===== src/rtl/muldiv_sequencer.sv =====
// -----------------------------------------------------------------------------
// muldiv_sequencer
//
// Runs unsigned MULTU / DIVU by borrowing the execute-stage ALU for 32
// iterations. It uses shift-and-add for multiply and restoring shift-subtract
// for divide. Results land in HI/LO and stay there until the next accepted
// start or reset.
//
// Ports
//   clock, reset            rising-edge clock, synchronous active-high reset
//   start, op               request (0=MULTU, 1=DIVU); sampled in IDLE/DONE only
//   operand_a, operand_b    multiplicand/dividend, multiplier/divisor
//   busy                    high while iterating
//   done                    one-cycle completion pulse
//   err_div_zero            last DIVU had a zero divisor
//   hi, lo                  product[63:32]/remainder, product[31:0]/quotient
//   alu_input_a/b, alu_control  drive the shared ALU (neutral when not busy)
//   alu_result, alu_cout    ALU outputs, consumed only while iterating
//
// Handshake: a request is taken on any rising edge where start=1 and the
// sequencer is in IDLE or DONE. There is no back-pressure. The requester
// watches busy/done, and start is ignored while busy.
// -----------------------------------------------------------------------------
module muldiv_sequencer #(
  parameter int                     WORD_SIZE            = 32,
  parameter int                     CONTROL_SIGNAL_SIZE  = 4,
  parameter logic [CONTROL_SIGNAL_SIZE-1:0] CONTROL_AND          = 4'h0,
  parameter logic [CONTROL_SIGNAL_SIZE-1:0] CONTROL_ADD_UNSIGNED = 4'h3,
  parameter logic [CONTROL_SIGNAL_SIZE-1:0] CONTROL_SUB          = 4'h6
) (
  input  logic                           clock,
  input  logic                           reset,
  input  logic                           start,
  input  logic                           op,
  input  logic [WORD_SIZE-1:0]           operand_a,
  input  logic [WORD_SIZE-1:0]           operand_b,
  output logic                           busy,
  output logic                           done,
  output logic                           err_div_zero,
  output logic [WORD_SIZE-1:0]           hi,
  output logic [WORD_SIZE-1:0]           lo,
  output logic [WORD_SIZE-1:0]           alu_input_a,
  output logic [WORD_SIZE-1:0]           alu_input_b,
  output logic [CONTROL_SIGNAL_SIZE-1:0] alu_control,
  input  logic [WORD_SIZE-1:0]           alu_result,
  input  logic                           alu_cout
);

  typedef enum logic [1:0] {
    IDLE = 2'd0,
    MUL  = 2'd1,
    DIV  = 2'd2,
    DONE = 2'd3
  } state_t;

  localparam logic [5:0] LAST_STEP = 6'(WORD_SIZE - 1);

  state_t               state;
  logic [5:0]           step;
  // Multiplicand (MUL) or divisor (DIV), captured at acceptance.
  logic [WORD_SIZE-1:0] operand_reg;

  // Divide: partial remainder shifted left by one, taking the next dividend bit.
  logic [WORD_SIZE-1:0] div_shift;
  // The subtract succeeds when the shifted-out bit makes the true 33-bit
  // remainder exceed any 32-bit divisor, or when the ALU reports no borrow.
  logic                 div_take;
  logic                 last_step;
  logic                 can_accept;

  assign div_shift  = {hi[WORD_SIZE-2:0], lo[WORD_SIZE-1]};
  assign div_take   = hi[WORD_SIZE-1] | ~alu_cout;
  assign last_step  = (step == LAST_STEP);
  assign can_accept = start && ((state == IDLE) || (state == DONE));

  // ALU steering. It is neutral outside MUL/DIV so the execute-stage mux
  // sees a quiet AND of zeros.
  always_comb begin
    alu_input_a = '0;
    alu_input_b = '0;
    alu_control = CONTROL_AND;
    case (state)
      MUL: begin
        alu_input_a = hi;
        alu_input_b = operand_reg;
        alu_control = CONTROL_ADD_UNSIGNED;
      end
      DIV: begin
        alu_input_a = div_shift;
        alu_input_b = operand_reg;
        alu_control = CONTROL_SUB;
      end
      default: ;
    endcase
  end

  always_ff @(posedge clock) begin
    if (reset) begin
      state        <= IDLE;
      busy         <= 1'b0;
      done         <= 1'b0;
      err_div_zero <= 1'b0;
      hi           <= '0;
      lo           <= '0;
      step         <= '0;
      operand_reg  <= '0;
    end else begin
      case (state)
        MUL: begin
          step <= step + 6'd1;
          // Shift-and-add: the add's carry becomes the new top bit of HI.
          if (lo[0]) begin
            hi <= {alu_cout, alu_result[WORD_SIZE-1:1]};
            lo <= {alu_result[0], lo[WORD_SIZE-1:1]};
          end else begin
            hi <= {1'b0, hi[WORD_SIZE-1:1]};
            lo <= {hi[0], lo[WORD_SIZE-1:1]};
          end
          if (last_step) begin
            state <= DONE;
            busy  <= 1'b0;
            done  <= 1'b1;
          end
        end

        DIV: begin
          step <= step + 6'd1;
          if (div_take) begin
            hi <= alu_result;
            lo <= {lo[WORD_SIZE-2:0], 1'b1};
          end else begin
            hi <= div_shift;
            lo <= {lo[WORD_SIZE-2:0], 1'b0};
          end
          if (last_step) begin
            state <= DONE;
            busy  <= 1'b0;
            done  <= 1'b1;
          end
        end

        default: begin
          // IDLE and DONE behave alike. DONE only differs in that done is
          // high during it, and it falls back to IDLE after one cycle.
          done <= 1'b0;
          if (can_accept) begin
            err_div_zero <= 1'b0;
            step         <= '0;
            if (!op) begin
              hi          <= '0;
              lo          <= operand_b;
              operand_reg <= operand_a;
              state       <= MUL;
              busy        <= 1'b1;
            end else if (operand_b == '0) begin
              // Divide by zero skips iteration entirely.
              hi           <= operand_a;
              lo           <= '1;
              operand_reg  <= operand_b;
              err_div_zero <= 1'b1;
              state        <= DONE;
              busy         <= 1'b0;
              done         <= 1'b1;
            end else begin
              hi          <= '0;
              lo          <= operand_a;
              operand_reg <= operand_b;
              state       <= DIV;
              busy        <= 1'b1;
            end
          end else begin
            state <= IDLE;
          end
        end
      endcase
    end
  end

endmodule


===== config.mk =====
export PLATFORM = sky130hd
export DESIGN_NAME = muldiv_sequencer
export DESIGN_NICKNAME = d
export VERILOG_FILES = /design/src/rtl/muldiv_sequencer.sv
export SDC_FILE = /design/constraint.sdc
export NUM_CORES = 1
export LEC_CHECK = 0
export BUFFER_PORTS_ARGS = -buffer_cell sky130_fd_sc_hd__buf_2
export CAP_MARGIN = 30
export CORE_ASPECT_RATIO = 1.2
export CORE_MARGIN = 3
export CORE_UTILIZATION = 40
export CTS_CLUSTER_DIAMETER = 100
export DETAILED_ROUTE_END_ITERATION = 10
export HOLD_SLACK_MARGIN = 0.06
export PLACE_DENSITY = 0.65
export SLEW_MARGIN = 20
export SYNTH_ARGS = -nofsm -noshare
export SYNTH_HDL_FRONTEND = slang
export SYNTH_SLANG_ARGS = --single-unit
export TNS_END_PERCENT = 5

===== constraint.sdc =====
create_clock -name clock -period 2.1 [get_ports clock]
set_input_delay 0.21 -clock clock [delete_from_list [all_inputs] [get_ports clock]]
set_output_delay 0.21 -clock clock [all_outputs]
set_load 0.1 [all_outputs]

-- Word level (Yosys, flattened, before mapping)
Index checks and enable logic that the tools add are counted.
- bitwise logic cells: 3
- equality and inequality tests: 5
- reduce and logical (&&, ||, !) cells: 9
- mux-type cells: 33
- $add $sub $neg: 1
- operator list (kind ; number):
    32-bit two-way mux ; 11
    32-bit one-hot mux with 2 select lines ; 3
    32-bit zero test ; 1
    1-bit two-way mux ; 12
    6-bit two-way mux ; 2
    2-bit two-way mux ; 4
    6-bit by 1-bit adder with 6-bit output, second input constant ; 1
    6-bit by 5-bit equality test with 1-bit output, second input constant ; 1
    3-bit one-hot mux with 2 select lines ; 1
    2-bit equality test, second input constant ; 2
    2-bit AND reduction ; 2
    3-bit nonzero test ; 1
    2-bit by 1-bit equality test with 1-bit output, second input constant ; 1
    2-bit zero test ; 1
    2-bit by 1-bit != test with 1-bit output, second input constant ; 1
    1-bit inverter ; 2
    2-bit nonzero test ; 1
    2-bit OR reduction ; 1
    1-bit logical AND ; 1
    1-bit logical OR ; 1
    1-bit bitwise OR ; 1
- input bits: 101
- output and inout bits: 135
- logic and storage cells: 59
- bits in registers: 107

-- Depth between registers and ports, before layout
Gate-level depths: netlist of the first run.
- depth in word-level cells: 5
- depth in mapped cells: 9
- depth with buffers taken out: 6

-- Least setup slack after synthesis of the first run
Ideal clock, no wire load.
- kind: register to output
- from: register state[0]
- to: output alu_input_a[10]
- stages on the path, launching flop included: 8
- data arrival time: 3534 ps
- path buffers: 3
- required time: 1890 ps
- path slack: -1644 ps
- cell sequence: dfxtp_1 inv_1 ha_1 buf_2 buf_1 clkbuf_1 a22oi_1 nor2_1
- longest elaborated chain between the ends: 2
- elaborated cells between the ends (all ways): 3
- classes of those cells: 2 x eq/ne; 1 x mux
- ends and longest elaborated chain (item ; RTL line ; RTL):
    start: declaration ; 58 ; state_t state;
    start signal: assignment ; 99 ; state <= IDLE;
    start signal: assignment ; 120 ; state <= DONE;
    start signal: assignment ; 136 ; state <= DONE;
    2-bit equality test or 2-bit by 1-bit equality test with 1-bit output (tied branches) ; 82 ; case (state)
    32-bit one-hot mux with 2 select lines (*) ; 82 ;
    end: declaration ; 42 ; output logic [WORD_SIZE-1:0] alu_input_a,
Mark *: on every way between the ends. The rest lies on a longest branch, timed or not.

-- Worst setup path in the final report of the first run
- from: register state[0]
- to: output alu_input_a[18]
The elaborated chain is that of the path after synthesis.

==> results of run 1 <==
## worst paths after layout
kind / from / to / slack (ns) / cells after the start
max: state[0] / alu_input_a[18] / 0.07 / 6
min: operand_a[19] / lo[19] / 0.15 / 2
max reg2reg: state[0] / lo[0] / 0.11 / 7
min reg2reg: busy / busy / 0.48 / 2
## layer usage
metal | up-vias | global-route usage | share of wire
li1 | 3716 | - | -
met1 | 3706 | 0.351 | 0.44
met2 | 300 | 0.371 | 0.46
met3 | 40 | 0.0441 | 0.066
met4 | 0 | 0.101 | 0.028
met5 | - | 0 | 0
## worst max-delay path: stages (launching register included)
cell	delay (ns)
dfxtp_2	0.38
inv_1	0.08
ha_4	0.22
buf_12	0.17
a22oi_1	0.32
nor2_4	0.05
buf_4	0.23
## cell families after synthesis
group | count (synthesis) | synth area share
AND/OR/NAND/NOR | 300 | 0.203
AO/OA/AOI/OAI | 271 | 0.292
flip-flops | 107 | 0.293
buffers and inverters | 106 | 0.0692
multiplexers | 99 | 0.136
adder cells (fa/ha/maj) | 4 | 0.00685
other | 1 | 0.000513
## metrics by stage
step / hold WS, ns / util / power [mW] / instances
6_report: 0.149 / 0.582 / 10.2 / 1304
3_5_place_dp: 0.468 / 0.548 / 8.09 / 1274
2_1_floorplan: 0.356 / - / 6.91 / 888
5_1_grt: 0.144 / 0.582 / 10.7 / 1304
4_1_cts: 0.138 / 0.571 / 10.1 / 1290
3_3_place_gp: 0.454 / 0.548 / 8.04 / 1274
## power groups by stage
stage	combinational (mW)	clock [mW]	sequential, mW
detailed placement	5.31	0	2.78
finish	5.45	2.04	2.75
CTS	5.34	2.06	2.74
global route	5.75	2.13	2.80
global placement	5.26	0	2.78
floorplan	2.61	0	4.30
## cell type report
type,count,area share
sequential,107,0.208
inverter,5,0.00182
tap,220,0.0267
multi-input combinational,675,0.493
clock inverter,5,0.0104
antenna,8,0.00194
timing repair buffer,273,0.233
clock buffer,11,0.0245
## cell usage in the layout (no fill, tap or decap), types with 11 or more instances in the layout
| cell type | netlist | final |
|---|---|---|
| buf_2 | 29 | 169 |
| nor2_1 | 169 | 136 |
| dfxtp_1 | 107 | 104 |
| mux2i_1 | 98 | 98 |
| o21ai_0 | 66 | 66 |
| buf_12 | 0 | 55 |
| a22oi_1 | 64 | 54 |
| a211oi_1 | 52 | 52 |
| buf_4 | 13 | 41 |
| nand2b_1 | 35 | 34 |
| nand4_1 | 33 | 33 |
| nor2_4 | 0 | 32 |
| nor2b_2 | 0 | 32 |
| o221a_2 | 32 | 32 |
| o311a_1 | 30 | 30 |
| a211oi_2 | 13 | 13 |
| clkbuf_16 | 0 | 11 |
## timing repair
item / CTS / global route
gates cloned: 0 / 2
pin swaps: 0 / 2
endpoints found under the setup margin: 33 / 66
resized for setup: 22 / 19
hold endpoints to repair: 0 / 0
buffers inserted: 0 / 4
==> summary.txt, run 1 <==
STA
  • Fin. Hold Viols: 0
  • Final period util: 0.966
  • Setup TNS: 0 ns
  • Slew headroom: 0.656
  • Setup Viol. Count Final: 0
  • Max-slew violations: 0
  • RSZ-0062 raised after global routing: no
  • Worst-Margin Slew: 0.520 ns
  • Final setup margin: 0.0711 ns
  • Fmax: 493 MHz
  • Final Critical Period: 2.03 ns
  • Clock Skew: 0.00704 ns

Global route
  • GRT Overall Usage: 0.248
  • Grt total ovfl: 0
  • First-pass GRT wire length: 39.8 mm
  • Antenna violations before repair: 8
  • Pin count of the biggest net entering global routing: 66
  • Vias in the first global route: 7262

Floorplan
  • CORE AREA: 17700 um^2
  • Rows: 53
  • Initial Utilization: 0.413
  • Total Die Area: 19900 um^2
  • DIE WIDTH: 129 um
  • Io pins: 236
  • Chip Height: 154 um

Power
  • Max IR drop VDD: 0.000535 V
  • Cell-internal power: 5.15 mW
  • Net Switching: 5.09 mW
  • Switching share of power: 0.497
  • Clock power share: 0.199
  • Comb power frac: 0.532
  • Sequential share of power: 0.269
  • PD cells: 994 nW/um^2
  • Leakage Power: 4.03 nW

Clock tree
  • CTS Buf Count: 9
  • Worst-path clk slew: 0.08 ns
  • H-tree Lvls: 3
  • Clock sinks: 107
  • CTS Hold Bufs: 0
  • CTS tree: done
  • Maximum buffer depth of the clock tree: 2
  • Worst skew pair latency: 0.35 ns
  • CTS root buf: clkbuf_16

Job
  • Max-cap viol count: 0

Logic synthesis
  • Syn_nets: 993
  • Syn_area_per_cell: 8.23 um^2
  • Synth area leader: dfxtp_1
  • Cell area after synthesis: 7310 um^2
  • Top cell type's share of synthesized area: 0.293
  • Top FF cell, synth: dfxtp_1
  • Most frequent cell after synthesis: nor2_1
  • Synth Register Bits: 107
  • Async S/R FF share, synth: 0
  • Synth cell types: 44
  • Synth area leaders: dfxtp_1, mux2i_1, nor2_1
  • Ys Warns: 0
  • Cells after synthesis: 888
  • Post-synth top cells: nor2_1, dfxtp_1, mux2i_1
  • Post-synth EDFFs: 0
  • Register area share after synthesis: 0.293

Routing
  • ANT nets after route: 0
  • Vias per cell: 5.95
  • Total number of vias: 7762
  • DRT Pass-1 Iters: 6
  • Initial DRC Count: 584
  • Routed length per instance: 20.1 um
  • Total routed wirelength: 26.2 mm
  • DRC: 0

Final layout
  • Share of cells above drive strength 1: 0.398
  • NumNets Final: 1176
  • Reg area: 2150 um^2
  • Filler Cell Count: 1584
  • Multi-input gate area: 5080 um^2
  • Fin area: 10300 um^2
  • Area growth syn-to-layout: 41.0%

Critical path
  • Kind of critical path: flop to primary output
  • Crit path DAT: 1.82 ns
  • CP required: 1.89 ns
  • CP Launch Type: flop
  • CP max FO: 24
  • Critical Path End Type: primary output

Place
  • Setup WS pre-CTS: 0.0684 ns
  • PortBufs: 234
  • Final GP Congestion: 0.930
  • Placed cell areas: 9690 um^2
  • Post-DP HPWL: 18.8 mm

Run status
  • Status: finished clean

Hold path
  • Hold Path Class: input port to flop
(Power assumes the default switching activity.)
==> run 2: changes to the inputs <==
- PLACE_DENSITY: 0.65 -> 0.62
- clock period: 2.1 -> 2.03 ns (I/O delays scaled with it)
==> run 2 against run 1 <==
Via count fell by 1.2%. Final cell count decreased by 0.61%. Clock skew increased by 0.0088 ns. Setup slack worse by 0.025 ns. Clock-buffer cell count is 2 lower. Power grew 2.2%.
==> summary.txt, run 2 (synthesis gave the netlist of run 1 again) <==
Run status
  • Status: finished clean

Power
  • PD cells: 1010 nW/um^2 (+1.6%)
  • Total power draw: 10.5 mW (+2.2%)
  • Sequential share of power: 0.273 (+0.004)
  • Leakage Power: 4.04 nW (+0.27%)
  • Clock power share: 0.179 (-0.020)
  • Comb power frac: 0.548 (+0.016)
  • Max IR drop VDD: 0.000576 V (+7.7%)
  • Switching share of power: 0.514 (+0.0169)
  • Cell-internal power: 5.09 mW (-1.2%)
  • Net Switching: 5.38 mW (+5.7%)

Routing
  • Routed length per instance: 20.0 um (-0.54%)
  • DRC: 0 (unchanged)
  • Total routed wirelength: 25.9 mm (-1.1%)
  • ANT nets after route: 0 (unchanged)
  • Total number of vias: 7670 (-1.2%)
  • Vias per cell: 5.92 (-0.58%)
  • Initial DRC Count: 503 (-14%)
  • DRT Pass-1 Iters: 5 (-1)

Global route
  • Grt total ovfl: 0 (unchanged)
  • First-pass GRT wire length: 39.5 mm (-0.80%)
  • GRT Overall Usage: 0.245 (-0.00350)
  • Pin count of the biggest net entering global routing: 68 (+3.0%)
  • Vias in the first global route: 7055 (-2.9%)
  • Antenna violations before repair: 4 (-4)

Place
  • PortBufs: 234 (unchanged)
  • Setup WS pre-CTS: 0.177 ns (+0.109 ns)
  • Post-DP HPWL: 18.4 mm (-2.3%)
  • Final GP Congestion: 0.969 (+4.2%)
  • Placed cell areas: 9750 um^2 (+0.57%)

STA
  • Clock Skew: 0.0159 ns (+0.00882 ns)
  • Min Hold Slack: 0.137 ns (-0.0127 ns)
  • Fmax: 504 MHz
  • Final Critical Period: 1.98 ns
  • Setup Viol. Count Final: 0 (unchanged)
  • Fin. Hold Viols: 0 (unchanged)
  • RSZ-0062 raised after global routing: yes
  • Final setup margin: 0.0460 ns (-0.0251 ns)
  • Worst-Margin Slew: 0.526 ns (+0.00615 ns)
  • Slew headroom: 0.649 (-0.00648)
  • Final period util: 0.977
  • Max-slew violations: 0 (unchanged)

Critical path
  • CP Launch Type: flop
  • CP max FO: 28 (+17%)
  • Crit path DAT: 1.78 ns (-0.04 ns)
  • Kind of critical path: flop to primary output
  • CP required: 1.83 ns (-0.06 ns)
  • CP Cell Sequence: inv_1, ha_2, buf_8, a22oi_1, nor2_4, buf_12
  • Max incr delay on CP: 0.41 ns (+0.03 ns)
  • Critical Path End Type: primary output
  • Crit-path slowest cell: dfxtp_1

Clock tree
  • Maximum buffer depth of the clock tree: 2 (unchanged)
  • CTS root buf: clkbuf_16
  • CTS Hold Bufs: 0 (unchanged)
  • H-tree Lvls: 3 (unchanged)
  • CTS Buf Count: 9 (unchanged)
  • Worst skew pair latency: 0.36 ns (about the same)
  • Worst-path clk slew: 0.09 ns (about the same)
  • CTS tree: done
  • Clock sinks: 107 (unchanged)

Final layout
  • NumNets Final: 1172 (-0.34%)
  • Most frequent cells in the layout: buf_2, nor2_1, dfxtp_1, mux2i_1, o21ai_0
  • Share of cells above drive strength 1: 0.397 (about the same)
  • Most common cell after layout, fill and taps aside: buf_2
  • Area growth syn-to-layout: 41.9%
  • Fin area: 10400 um^2 (+0.63%)

Job
  • Max-cap viol count: 0 (unchanged)

Floorplan
  • Initial Utilization: 0.413 (unchanged)
  • CORE AREA: 17700 um^2 (unchanged)
  • Io pins: 236 (unchanged)
  • Total Die Area: 19900 um^2 (unchanged)
  • Rows: 53 (unchanged)
  • DIE WIDTH: 129 um (unchanged)
  • Chip Height: 154 um (unchanged)

Hold path
  • Hold Path Class: input port to flop
## run 2: path summary, 6_finish.rpt
| path | start | end | slack, ns | depth (start not counted) |
|---|---|---|---|---|
| max reg2reg | state[0] | lo[2] | 0.10 | 6 |
| min | operand_a[26] | hi[26] | 0.14 | 3 |
| max | state[1] | alu_input_a[18] | 0.05 | 6 |
| min reg2reg | busy | busy | 0.50 | 2 |
## run 2: power groups by stage
stage,Sequential (mW),Clock [mW],Combinational [mW]
2_1_floorplan,4.46,0,2.81
3_3_place_gp,2.89,0,5.51
3_5_place_dp,2.89,0,5.53
4_1_cts,2.85,1.90,5.58
5_1_grt,2.92,1.99,6.04
6_report,2.86,1.88,5.73
## run 2: final cells by class
cell class | instances | area [um^2]
antenna | 4 | 10.0
clock buffer | 9 | 225
clock inverter | 7 | 83.8
fill | 1632 | 7340
inverter | 5 | 18.8
multi-input combinational | 675 | 5210
sequential | 107 | 2150
tap | 220 | 275
timing repair buffer | 269 | 2400
## run 2: timing repair
action                                 in CTS  in global routing
pin swaps                                   0                  1
endpoints found under the hold margin       0                  0
setup endpoints to repair                  45                 44
setup buffers                               0                  2
gates cloned                                0                  3
resized for setup                          33                 27
## run 2: worst max-delay path: cells and delay by family (launching register included)
family                   cells  cell delay, ns
AO/OA/AOI/OAI                1            0.27
AND/OR/NAND/NOR              1            0.06
flip-flops                   1            0.41
adder cells (fa/ha/maj)      1            0.23
buffers and inverters        3            0.44
## run 2: stage by stage
stage	setup TNS [ns]	utilization	std cells
finish	0	0.586	1296
detailed placement	0	0.551	1271
floorplan	-4.23	-	888
global placement	0	0.551	1271
CTS	-0.0251	0.573	1287
global route	-0.309	0.586	1296
## run 2: layer usage
metal  track usage  share of wire  vias to the layer above  wire [um]
li1              -              -                     3703          -
met1         0.352           0.45                     3651      11700
met2         0.365           0.46                      274      11900
met3        0.0500          0.063                       42       1640
met4        0.0780          0.026                        0        676
met5             0              0                        -          0
==> run 3: changes to the inputs <==
- clock period: 2.03 -> 2.5 ns (I/O delays scaled with it)
==> run 3 against run 2 <==
Combinational power is 26% lower. Highest routed layer unchanged. Non-clock buffer count decreased by 9. Critical path type unchanged. Final area down 12%. Critical endpoint is now alu_input_a[24]. Clock power shrank 23%. Wire length decreased by 3.8%. First-iteration DRC count up 6.4%. Die area unchanged. Largest power group unchanged.
==> summary.txt, run 3 (synthesis gave the netlist of run 1 again) <==
Run status
  • Status: finished clean

STA
  • Fmax: 414 MHz
  • Setup TNS: 0 ns (unchanged)
  • Final Critical Period: 2.41 ns
  • Setup Viol. Count Final: 0 (unchanged)
  • Max-slew violations: 0 (unchanged)
  • RSZ-0062 raised after global routing: no
  • Clock Skew: 0.00942 ns (-0.00643 ns)
  • Min Hold Slack: 0.186 ns (+0.0496 ns)
  • Worst-Margin Slew: 0.654 ns (+0.129 ns)
  • Slew headroom: 0.564 (-0.0858)
  • Fin. Hold Viols: 0 (unchanged)
  • Final period util: 0.965

Final layout
  • Area growth syn-to-layout: 25.0%
  • Most frequent cells in the layout: buf_2, nor2_1, dfxtp_1, mux2i_1, o21ai_0
  • Share of cells above drive strength 1: 0.345 (-0.0524)
  • Most common cell after layout, fill and taps aside: buf_2
  • NumNets Final: 1163 (-0.77%)

Floorplan
  • DIE WIDTH: 129 um (unchanged)
  • CORE AREA: 17700 um^2 (unchanged)
  • Rows: 53 (unchanged)
  • Total Die Area: 19900 um^2 (unchanged)
  • Io pins: 236 (unchanged)
  • Chip Height: 154 um (unchanged)
  • Initial Utilization: 0.413 (unchanged)

Critical path
  • Crit path buffers/inverters: 3 (unchanged)
  • Critical Path End Type: primary output
  • R2r worst-path depth: 6 (unchanged)
  • Crit path DAT: 2.16 ns (+0.38 ns)
  • CP delay by family, top: buffers and inverters
  • Worst path depth: 5 (-1)
  • R2r startpoint: state[0]
  • Kind of critical path: flop to primary output
  • CP Cell Sequence: inv_1, ha_4, buf_12, nor2_2, buf_2
  • Setup crit start: state[0]
  • CP required: 2.25 ns (+0.42 ns)
  • CP Launch Type: flop
  • CP max FO: 66 (+140%)
  • Max incr delay on CP: 0.44 ns (+0.03 ns)
  • Crit-path slowest cell: ha_4

Routing
  • Routed length per instance: 19.4 um (-3.2%)
  • Initial DRC Count: 535 (+6.4%)
  • Total routed wirelength: 24.9 mm (-3.8%)
  • Total number of vias: 7553 (-1.5%)
  • DRC: 0 (unchanged)
  • DRT Pass-1 Iters: 5 (unchanged)
  • ANT nets after route: 0 (unchanged)
  • Vias per cell: 5.86 (-0.91%)

Job
  • Max-cap viol count: 0 (unchanged)

Clock tree
  • CTS root buf: clkbuf_16
  • CTS Buf Count: 9 (unchanged)
  • H-tree Lvls: 3 (unchanged)
  • Resized Gates After CTS: 0 (-100%)
  • CTS tree: done
  • Clock sinks: 107 (unchanged)
  • CTS Hold Bufs: 0 (unchanged)
  • Maximum buffer depth of the clock tree: 2 (unchanged)
  • Post-CTS Setup Repair Bufs: 0 (unchanged)
  • Worst-path clk slew: 0.07 ns (-0.02 ns)
  • Worst skew pair latency: 0.36 ns (about the same)

Power
  • Total power draw: 7.99 mW (-24%)
  • Max IR drop VDD: 0.000387 V (-33%)
  • PD cells: 875 nW/um^2 (-13%)
  • Leakage Power: 3.74 nW (-7.3%)

Hold path
  • Worst Hold Depth: 2 (-1)
  • Hold Path Class: input port to flop
  • Hold_sp: operand_a[0]

Global route
  • GRT Overall Usage: 0.241 (-0.00372)
  • Vias in the first global route: 7019 (-0.51%)
  • Pin count of the biggest net entering global routing: 67 (-1.5%)
  • Antenna violations before repair: 6 (+2)
  • Grt total ovfl: 0 (unchanged)
  • First-pass GRT wire length: 39.0 mm (-1.3%)

Place
  • Post-DP HPWL: 17.8 mm (-2.9%)
  • PortBufs: 234 (unchanged)
  • Final GP Congestion: 0.922 (-4.9%)
-- run 3: cell count changes in the layout (fill, tap and decap cells not counted), sizes merged --
cell	delta
buf	-6
diode	+3
inv	-3
clkinv	-2
-- run 3: worst register-to-register path: stages, from the launching register on --
cell and delay, ns:
dfxtp_1 0.38, inv_1 0.09, ha_4 0.44, a211o_4 0.35, buf_4 0.37, o21ai_0 0.17, o311a_1 0.30
-- run 3: layout make-up --
type	count	area, um^2
diodes	7	17.5
clock buffers	12	246
clock inverters	2	37.5
fillers	1753	8570
inverters	5	18.8
multi-input cells	675	4920
flip-flops and latches	107	2140
well taps	220	275
repair buffers	260	1470
-- run 3: stage by stage --
| stage | setup WS [ns] | area, um^2 | instances | utilization |
|---|---|---|---|---|
| finish | 0.0871 | 9130 | 1288 | 0.516 |
| global route | 0.00334 | 9130 | 1287 | 0.516 |
| CTS | 0.106 | 9110 | 1281 | 0.515 |
| detailed placement | 0.325 | 8830 | 1267 | 0.499 |
| global placement | 0.365 | 8830 | 1267 | 0.499 |
| floorplan | -0.306 | 7550 | 888 | - |
-- run 3: power by group --
part | total, mW | internal [mW] | switching, mW
Clock | 1.45 | 0.796 | 0.654
Combinational | 4.22 | 1.07 | 3.14
Sequential | 2.32 | 1.98 | 0.344
Total | 7.99 | 3.84 | 4.14
-- run 3: final timing paths --
path	slack (ns)	end
worst max-delay path	0.09	alu_input_a[24]
worst min-delay path	0.19	lo[0]
worst max register to register	0.29	lo[15]
worst min register to register	0.47	busy
-- run 3: metal layers --
layer  GRT usage  part of all wire
met5           0                 0
met4      0.0875             0.023
met3      0.0351             0.060
met2       0.361              0.45
met1       0.349              0.46
